===== config.mk =====
export PLATFORM = sky130hd
export DESIGN_NAME = lis3dh_poll_ctrl
export DESIGN_NICKNAME = d
export VERILOG_FILES = /design/src/rtl/lis3dh_poll_ctrl.sv
export SDC_FILE = /design/constraint.sdc
export NUM_CORES = 1
export LEC_CHECK = 0
export ABC_AREA = 1
export CORE_MARGIN = 4
export CORE_UTILIZATION = 53
export CTS_CLUSTER_DIAMETER = 120
export DETAILED_ROUTE_END_ITERATION = 8
export PLACE_DENSITY_LB_ADDON = 0.3
export REMOVE_ABC_BUFFERS = 1
export SYNTH_ARGS = -nofsm -noshare
export SYNTH_HDL_FRONTEND = slang
export SYNTH_SLANG_ARGS = --single-unit

===== constraint.sdc =====
create_clock -name clk_in -period 3.65 [get_ports clk_in]
set_input_delay 0.73 -clock clk_in [delete_from_list [all_inputs] [get_ports clk_in]]
set_output_delay 0.73 -clock clk_in [all_outputs]
set_load 0.005 [all_outputs]

===== src/rtl/lis3dh_poll_ctrl.sv =====
// lis3dh_poll_ctrl: brings up a LIS3DH through spi_master, then polls OUT_X.
// Define LIS3DH_POLL_SPI3W_EN to run the sensor in 3-wire SPI mode.
module lis3dh_poll_ctrl #(
  parameter logic [7:0]  WHOAMI_ID = 8'h33,
  parameter logic [7:0]  CTRL1_VAL = 8'h57,
  parameter int unsigned PERIOD    = 1000,
  parameter int unsigned TIMEOUT   = 4096
) (
  input  logic        clk_in,
  input  logic        nrst,
  input  logic        en,
  output logic        busy,
  output logic        id_ok,
  output logic        error,
  output logic [15:0] sample,
  output logic        sample_valid,
  output logic        m_request,
  output logic [4:0]  m_nbits,
  output logic [31:0] m_mosi_data,
`ifdef LIS3DH_POLL_SPI3W_EN
  output logic        m_spi3w,
`endif
  input  logic        m_ready,
  input  logic [31:0] m_miso_data
);

  localparam int unsigned TW = $clog2(TIMEOUT + 1);
  localparam int unsigned WW = $clog2(PERIOD + 1);
  localparam logic [TW-1:0] TMR_LAST = TW'(TIMEOUT - 1);
  localparam logic [WW-1:0] WAIT_LAST = WW'(PERIOD - 1);
  localparam logic [4:0] NB16 = 5'd15;
  localparam logic [4:0] NB24 = 5'd23;
  localparam logic [31:0] WHO_CMD = 32'h0000_8F00;
  localparam logic [31:0] RD_CMD = 32'h00E8_0000;

  typedef enum logic [2:0] {
    S_IDLE,
    S_WHO,
    S_CFG,
    S_RD,
    S_WAIT
`ifdef LIS3DH_POLL_SPI3W_EN
    , S_SIM
    , S_EXIT
`endif
  } state_t;

  typedef enum logic [1:0] {
    P_ISSUE,
    P_ACK,
    P_DONE
  } phase_t;

  state_t        state;
  state_t        comp_next;
  phase_t        phase;
  logic [TW-1:0] tmr;
  logic [WW-1:0] wcnt;
  logic          stop;
  logic          lock;
  logic          who_match;
  logic          leaving;
  logic [4:0]    cmd_nbits;
  logic [31:0]   cmd_mosi;
  logic          unused_miso;

  assign busy = (state != S_IDLE);
  assign who_match = (m_miso_data[7:0] == WHOAMI_ID);
  assign unused_miso = ^m_miso_data[31:16];

`ifdef LIS3DH_POLL_SPI3W_EN
  localparam state_t FIRST_ST = S_SIM;
  localparam state_t EXIT_ST = S_EXIT;
  assign leaving = (stop || !en) && (state != S_EXIT);
`else
  localparam state_t FIRST_ST = S_WHO;
  localparam state_t EXIT_ST = S_IDLE;
  assign leaving = stop || !en;
`endif

  always_comb begin
    cmd_nbits = NB16;
    cmd_mosi = WHO_CMD;
    unique case (state)
      S_CFG: cmd_mosi = {16'h0, 8'h20, CTRL1_VAL};
      S_RD: begin
        cmd_nbits = NB24;
        cmd_mosi = RD_CMD;
      end
`ifdef LIS3DH_POLL_SPI3W_EN
      S_SIM: cmd_mosi = 32'h0000_2301;
      S_EXIT: cmd_mosi = 32'h0000_2300;
`endif
      default: ;
    endcase
  end

  always_comb begin
    comp_next = S_IDLE;
    unique case (state)
      S_WHO: comp_next = who_match ? S_CFG : EXIT_ST;
      S_CFG: comp_next = S_RD;
      S_RD: comp_next = S_WAIT;
`ifdef LIS3DH_POLL_SPI3W_EN
      S_SIM: comp_next = S_WHO;
`endif
      default: ;
    endcase
    if (leaving) comp_next = EXIT_ST;
  end

  always_ff @(posedge clk_in or negedge nrst) begin
    if (!nrst) begin
      state <= S_IDLE;
      phase <= P_ISSUE;
      tmr <= '0;
      wcnt <= '0;
      stop <= 1'b0;
      lock <= 1'b0;
      id_ok <= 1'b0;
      error <= 1'b0;
      sample <= '0;
      sample_valid <= 1'b0;
      m_request <= 1'b0;
      m_nbits <= '0;
      m_mosi_data <= '0;
`ifdef LIS3DH_POLL_SPI3W_EN
      m_spi3w <= 1'b0;
`endif
    end else begin
      m_request <= 1'b0;
      sample_valid <= 1'b0;
      if (!en) lock <= 1'b0;
      unique case (state)
        S_IDLE: begin
          phase <= P_ISSUE;
          stop <= 1'b0;
          wcnt <= '0;
          tmr <= '0;
          if (en && !lock) begin
            id_ok <= 1'b0;
            error <= 1'b0;
            state <= FIRST_ST;
          end
        end
        S_WAIT: begin
          if (!en) begin
            state <= EXIT_ST;
          end else if (wcnt == WAIT_LAST) begin
            // request straight from the last wait cycle keeps the gap exact
            wcnt <= '0;
            state <= S_RD;
            if (m_ready) begin
              m_request <= 1'b1;
              m_nbits <= NB24;
              m_mosi_data <= RD_CMD;
              tmr <= '0;
              phase <= P_ACK;
            end
          end else begin
            wcnt <= wcnt + 1'b1;
          end
        end
        default: begin
          if (!en) stop <= 1'b1;
          unique case (phase)
            P_ISSUE: begin
              if (m_ready) begin
                m_request <= 1'b1;
                m_nbits <= cmd_nbits;
                m_mosi_data <= cmd_mosi;
                tmr <= '0;
                phase <= P_ACK;
              end
            end
            default: begin
              if (phase == P_DONE && m_ready) begin
                phase <= P_ISSUE;
                state <= comp_next;
                if (state == S_WHO) begin
                  if (who_match) begin
                    id_ok <= 1'b1;
                  end else begin
                    error <= 1'b1;
                    lock <= 1'b1;
                  end
                end
                if (state == S_RD) begin
                  sample <= {m_miso_data[7:0], m_miso_data[15:8]};
                  sample_valid <= 1'b1;
                end
`ifdef LIS3DH_POLL_SPI3W_EN
                if (state == S_SIM) m_spi3w <= 1'b1;
                if (state == S_EXIT) m_spi3w <= 1'b0;
`endif
              end else if (tmr == TMR_LAST) begin
                error <= 1'b1;
                lock <= 1'b1;
                phase <= P_ISSUE;
                state <= S_IDLE;
`ifdef LIS3DH_POLL_SPI3W_EN
                m_spi3w <= 1'b0;
`endif
              end else begin
                tmr <= tmr + 1'b1;
                if (!m_ready) phase <= P_DONE;
              end
            end
          endcase
        end
      endcase
    end
  end

endmodule


[After elaboration in Yosys (flattened, before gate mapping)]
Cells that the tools add are included.
Storage, ports and cells
  bits in registers: 87
  bits in latches: 0
  RAM bits: 0
  bits in read-only memories: 0
  bits of input ports: 36
  output and inout port bits: 58
  logic and storage cells: 136
  memories: 0
Operators by class
  add/sub/neg operators: 2
  multipliers: 0
  divide/modulo/power cells: 0
  $lt $le $gt $ge: 0
  equal/unequal tests: 20
  shifts and indexed selects: 0
  mux-type cells: 72
  bitwise logic cells: 4
  reduce and logical (&&, ||, !) cells: 25
Operator list (number)
  $mux 32: 5
  $mux 13: 6
  $pmux 32 s2: 1
  $pmux 24 s2: 1
  $mux 5: 6
  $mux 1: 26
  $pmux 13 s2: 1
  $mux 3: 7
  $mux 10: 2
  $pmux 10 s2: 1
  $mux 2: 8
  $add 13x1->13 const B: 1
  $eq 13x12->1 const B: 1
  $reduce_and 4->1: 3
  $reduce_and 6->1: 2
  $add 10x1->10 const B: 1
  $eq 10x10->1 const B: 1
  $pmux 5 s2: 1
  $reduce_bool 2->1: 5
  $pmux 3 s3: 1
  $eq 8x6->1 const B: 1
  $ne 4x1->1 const B: 2
  $pmux 1 s2: 4
  $eq 3x2->1 const B: 2
  other kinds (23): 34

[Depth between registers and ports, before layout]
  depth in word-level cells: 7
  gate-level depth with buffers: 12
  depth with buffers taken out: 12

[Worst setup path before layout]
Ideal clock, no wire load.
  path kind: input to register
  from: input port en
  to: register wcnt[8]
  library setup time: 0.122 ns
  arrival: 1.470 ns
  data required time: 3.528 ns
  slack: 2.059 ns
  stages: 7
  buffers on the path: 1
  cells stage by stage: inv_1 > nor2_4 > nor2_2 > buf_6 > nor2_4 > xor2_1 > nor2_1
On the way
  longest elaborated chain between the ends: 2
Ends and longest elaborated chain
  start, declared: line 11  | input logic en,
  $ne 2x2->1 (no source line)
  $reduce_and 2->1 (no source line)
  end signal, assigned: line 161  | wcnt <= wcnt + 1'b1;
  end, declared: line 58  | logic [WW-1:0] wcnt;
Every way passes these cells.
A chain may end at the register's enable or synchronous reset.

[Worst setup path after layout]
  from: register state[0]
  to: output port busy
On the way
  longest elaborated chain between the ends: 1
Ends and longest elaborated chain
  start, declared: line 54  | state_t state;
  start signal, assigned: line 179  | state <= comp_next;
  $reduce_bool 3->1: line 67  | assign busy = (state != S_IDLE);
  end, declared: line 12  | output logic busy,
Every way passes these cells.

==> summary.md <==
| Metric | Value |
|---|---|
| Pre-Repair DR Iteration Count | `5` |
| Mapped Cells | `between 400 and 500` |
| Req. time, crit path | `2.92 ns` |
| Share of the synthesized area in the top cell type | `between 40% and 50%` |
| Final period utilization | `66.0%` |
| Final net count | `about 550` |
| Largest cells by area after synthesis | `dfrtp_1 (40%), nand2_1 (19%), buf_4 (7.4%)` |
| IO buf count | `60` |
| Hold_buf cts | `0` |
| Drt first-iter violations | `roughly 210` |
| Netlist cell types | `35` |
| Crit path cell chain | `nor2_4 -> nand2_2 -> clkdlybuf4s50_1` |
| Fin worst setup slack | `approximately 1.2 ns` |
| Most common cell in the netlist | `nand2_1` |
| Status | `complete, no violations` |
| Fin util | `63.0%` |
| Largest net degree at the start of global routing | `35` |
| Cell chosen for the clock root | `clkbuf_8` |
| P&R area growth vs syn | `15.6%` |
| Data arrival, critical path | `around 1.7 ns` |
| Initial Util | `about 54%` |
| Share of cells above drive strength 1 | `between 10% and 20%` |
| Syn Area/Cell | `7.40 um2` |
| Max-cap viol count | `0` |
| TritonCTS buffer count | `5` |
| Worst Setup Start Kind | `flop` |
| I/O Pins | `94` |
| Total grt overflow | `0` |
| WL final | `about 7600 um` |
| Core area | `6310 um2` |
| Mapped Area | `between 3000 and 4000 um2` |
| Die Footprint | `between 7000 and 8000 um2` |
| CTS sink cnt | `55` |
| Antenna diodes | `0` |
| TNS Setup | `0 ns` |
| Async set-reset flop share out of synthesis | `100%` |
| YS warnings | `0` |
| Htree depth | `2` |
| Max Clock Freq | `0.415 GHz` |
| Buffers and inverters on the worst path | `1` |
| Cell family with most CP delay | `buffers and inverters` |
| Worst-Margin Slew | `roughly 0.77 ns` |
| Worst vdd ir | `0.000277 V` |
| Via count | `approximately 3000` |
| Reg2Reg Setup Slack | `1.75 ns` |
| Final worst clock skew | `0.0119 ns` |
| Clock transition at path regs | `around 0.1 ns` |
| Leak | `1.97 nW` |
| Unrepaired setup endpoints after global routing | `false` |
| Pwr dens | `between 400 and 500 nW/um2` |
| Filler Cells Inserted | `approximately 560` |
| Die Wd | `88.6 um` |
| Fin crit period | `between 2 and 2.5 ns` |
| Slew headroom | `about half` |
| Sequential share of the synthesized area | `around two fifths` |
| Final Hold Fails | `0` |
| Final antenna-violating net count | `0` |
| Main synth FF type | `dfrtp_1` |
| Post-CTS sizing | `0` |
| Vias/cell | `roughly 5.1` |
| First-pass GRT wire length | `about 13000 um` |
| Post-DP HPWL | `~5700 um` |
| Pre-CTS setup slack | `between 1 and 1.5 ns` |
| Die height | `88.6 um` |
| Post-CTS Setup Bufs | `0` |
| GPL Wtd Cong | `about 0.86` |
| Commonest cells post-synth | `nand2_1 (178), dfrtp_1 (55), buf_4 (34)` |
| Final Max Tran Viols | `0` |
| Area leader, netlist | `dfrtp_1` |
| Hold crit path type | `input port to async pin` |
| Vias in the first global route | `~2700` |
| Cell Rows | `29` |
| Antenna violations before repair | `0` |
| CP Capture Type | `primary output` |
| Worst skew pair latency | `approximately 0.31 ns` |
| Setup violations, final | `0` |
| Max stage delay on crit path | `around 0.48 ns` |
| Clock buffer depth | `2` |
| Mean routed wirelength per cell | `13.0 um` |
| #FFs+latches synth | `55` |
| Post-synth EDFFs | `0` |
| Slowest cell on crit path | `clkdlybuf4s50_1` |
| CTS tree | `built` |
| Residual DRC | `0` |
| Critical Path Fanout Max | `7` |
| Global Route Usage Sum | `between 20% and 30%` |
| WS Path Type | `flop to primary output` |
## per-stage QoR
stage | cell area, um2 | power [mW] | hold slack, ns | cells
after floorplan | 3190 | 1.07 | 0.434 | 439
after global placement | 3890 | 1.29 | 0.453 | 578
after detailed placement | 3890 | 1.31 | 0.458 | 578
after CTS | 3980 | 1.63 | 0.481 | 586
after global routing | 3980 | 1.74 | 0.495 | 586
final | 3980 | 1.63 | 0.477 | 586
## flip-flops by register name (all words and copies together) (netlist names)
signal and flops:
sample 16, state 3, sample_valid 1, lock 1, tmr 13, id_ok 1, error 1, phase 2
stop 1, m_nbits 3, m_request 1, m_mosi_data 2, wcnt 10
## layout by cell type (no fill, tap or decap), drive strengths merged
cell type      count
o21ai             17
nand2            183
clkinv             1
a21oi             15
buf                3
o2bb2ai            1
ha                 2
conb              17
o22ai              1
or2                1
inv               42
clkbuf             6
clkinvlp           1
nor2              42
o21bai             1
nand3             37
xor2               3
clkdlybuf4s50     59
dfrtp             55
and3               1
a32o               1
nand4              6
nor3              14
## cells by family (layout without fill, tap and decap cells)
kind of cell             Yosys count  in the layout  synth area share (%)
AND/OR/NAND/NOR                  284            284                  38.4
buffers and inverters             84            112                  13.9
flip-flops                        55             55                  40.0
AO/OA/AOI/OAI                     36             36                  6.15
XOR/XNOR                           3              3                 0.764
adder cells (fa/ha/maj)            2              2                 0.727
other                              1             17                 0.109
## cell type report
cell class / count / area [um2] / area share [%]
clock buffer: 6 / 72.6 / 1.82
clock inverter: 2 / 12.5 / 0.315
inverter: 42 / 163 / 4.09
multi-input combinational: 342 / 1650 / 41.4
sequential: 55 / 1380 / 34.6
tap: 77 / 96.3 / 2.42
timing repair buffer: 62 / 611 / 15.4
## worst reg2reg max path, stage by stage, from the launching register on
cell and delay (ns):
dfrtp_1 0.44, inv_1 0.11, nand2_1 0.30, nand2_2 0.24, nor2_2 0.07, nor2_4 0.38
nand3_1 0.14, nand2_1 0.09, inv_1 0.04
## routing by layer
metal	track usage, %	wire (um)	up-vias
met5	0	0	-
met4	6.32	95	0
met3	3.17	509	7
met2	36.3	3780	104
met1	25.4	3240	1390
li1	-	-	1510
## worst paths after layout
check / from / endpoint / cells past startpoint
worst max-delay path: state[0]$_DFFE_PN0P_ / busy / 3
worst min register to register: sample[5]$_DFFE_PN0P_ / sample[5]$_DFFE_PN0P_ / 2
worst min-delay path: nrst / state[2]$_DFFE_PN0P_ / 1
max in group asynchronous: nrst / m_request$_DFF_PN0_ / 2
min in group clk_in: sample[5]$_DFFE_PN0P_ / sample[5]$_DFFE_PN0P_ / 2
worst max register to register: state[0]$_DFFE_PN0P_ / tmr[7]$_DFFE_PN0P_ / 8
## power by group
group          switching (mW)  total [mW]  internal [mW]
clock                   0.197       0.332          0.135
sequential             0.0480       0.705          0.657
combinational           0.375       0.590          0.215
total                   0.620        1.63           1.01
(Power assumes the default switching activity.)
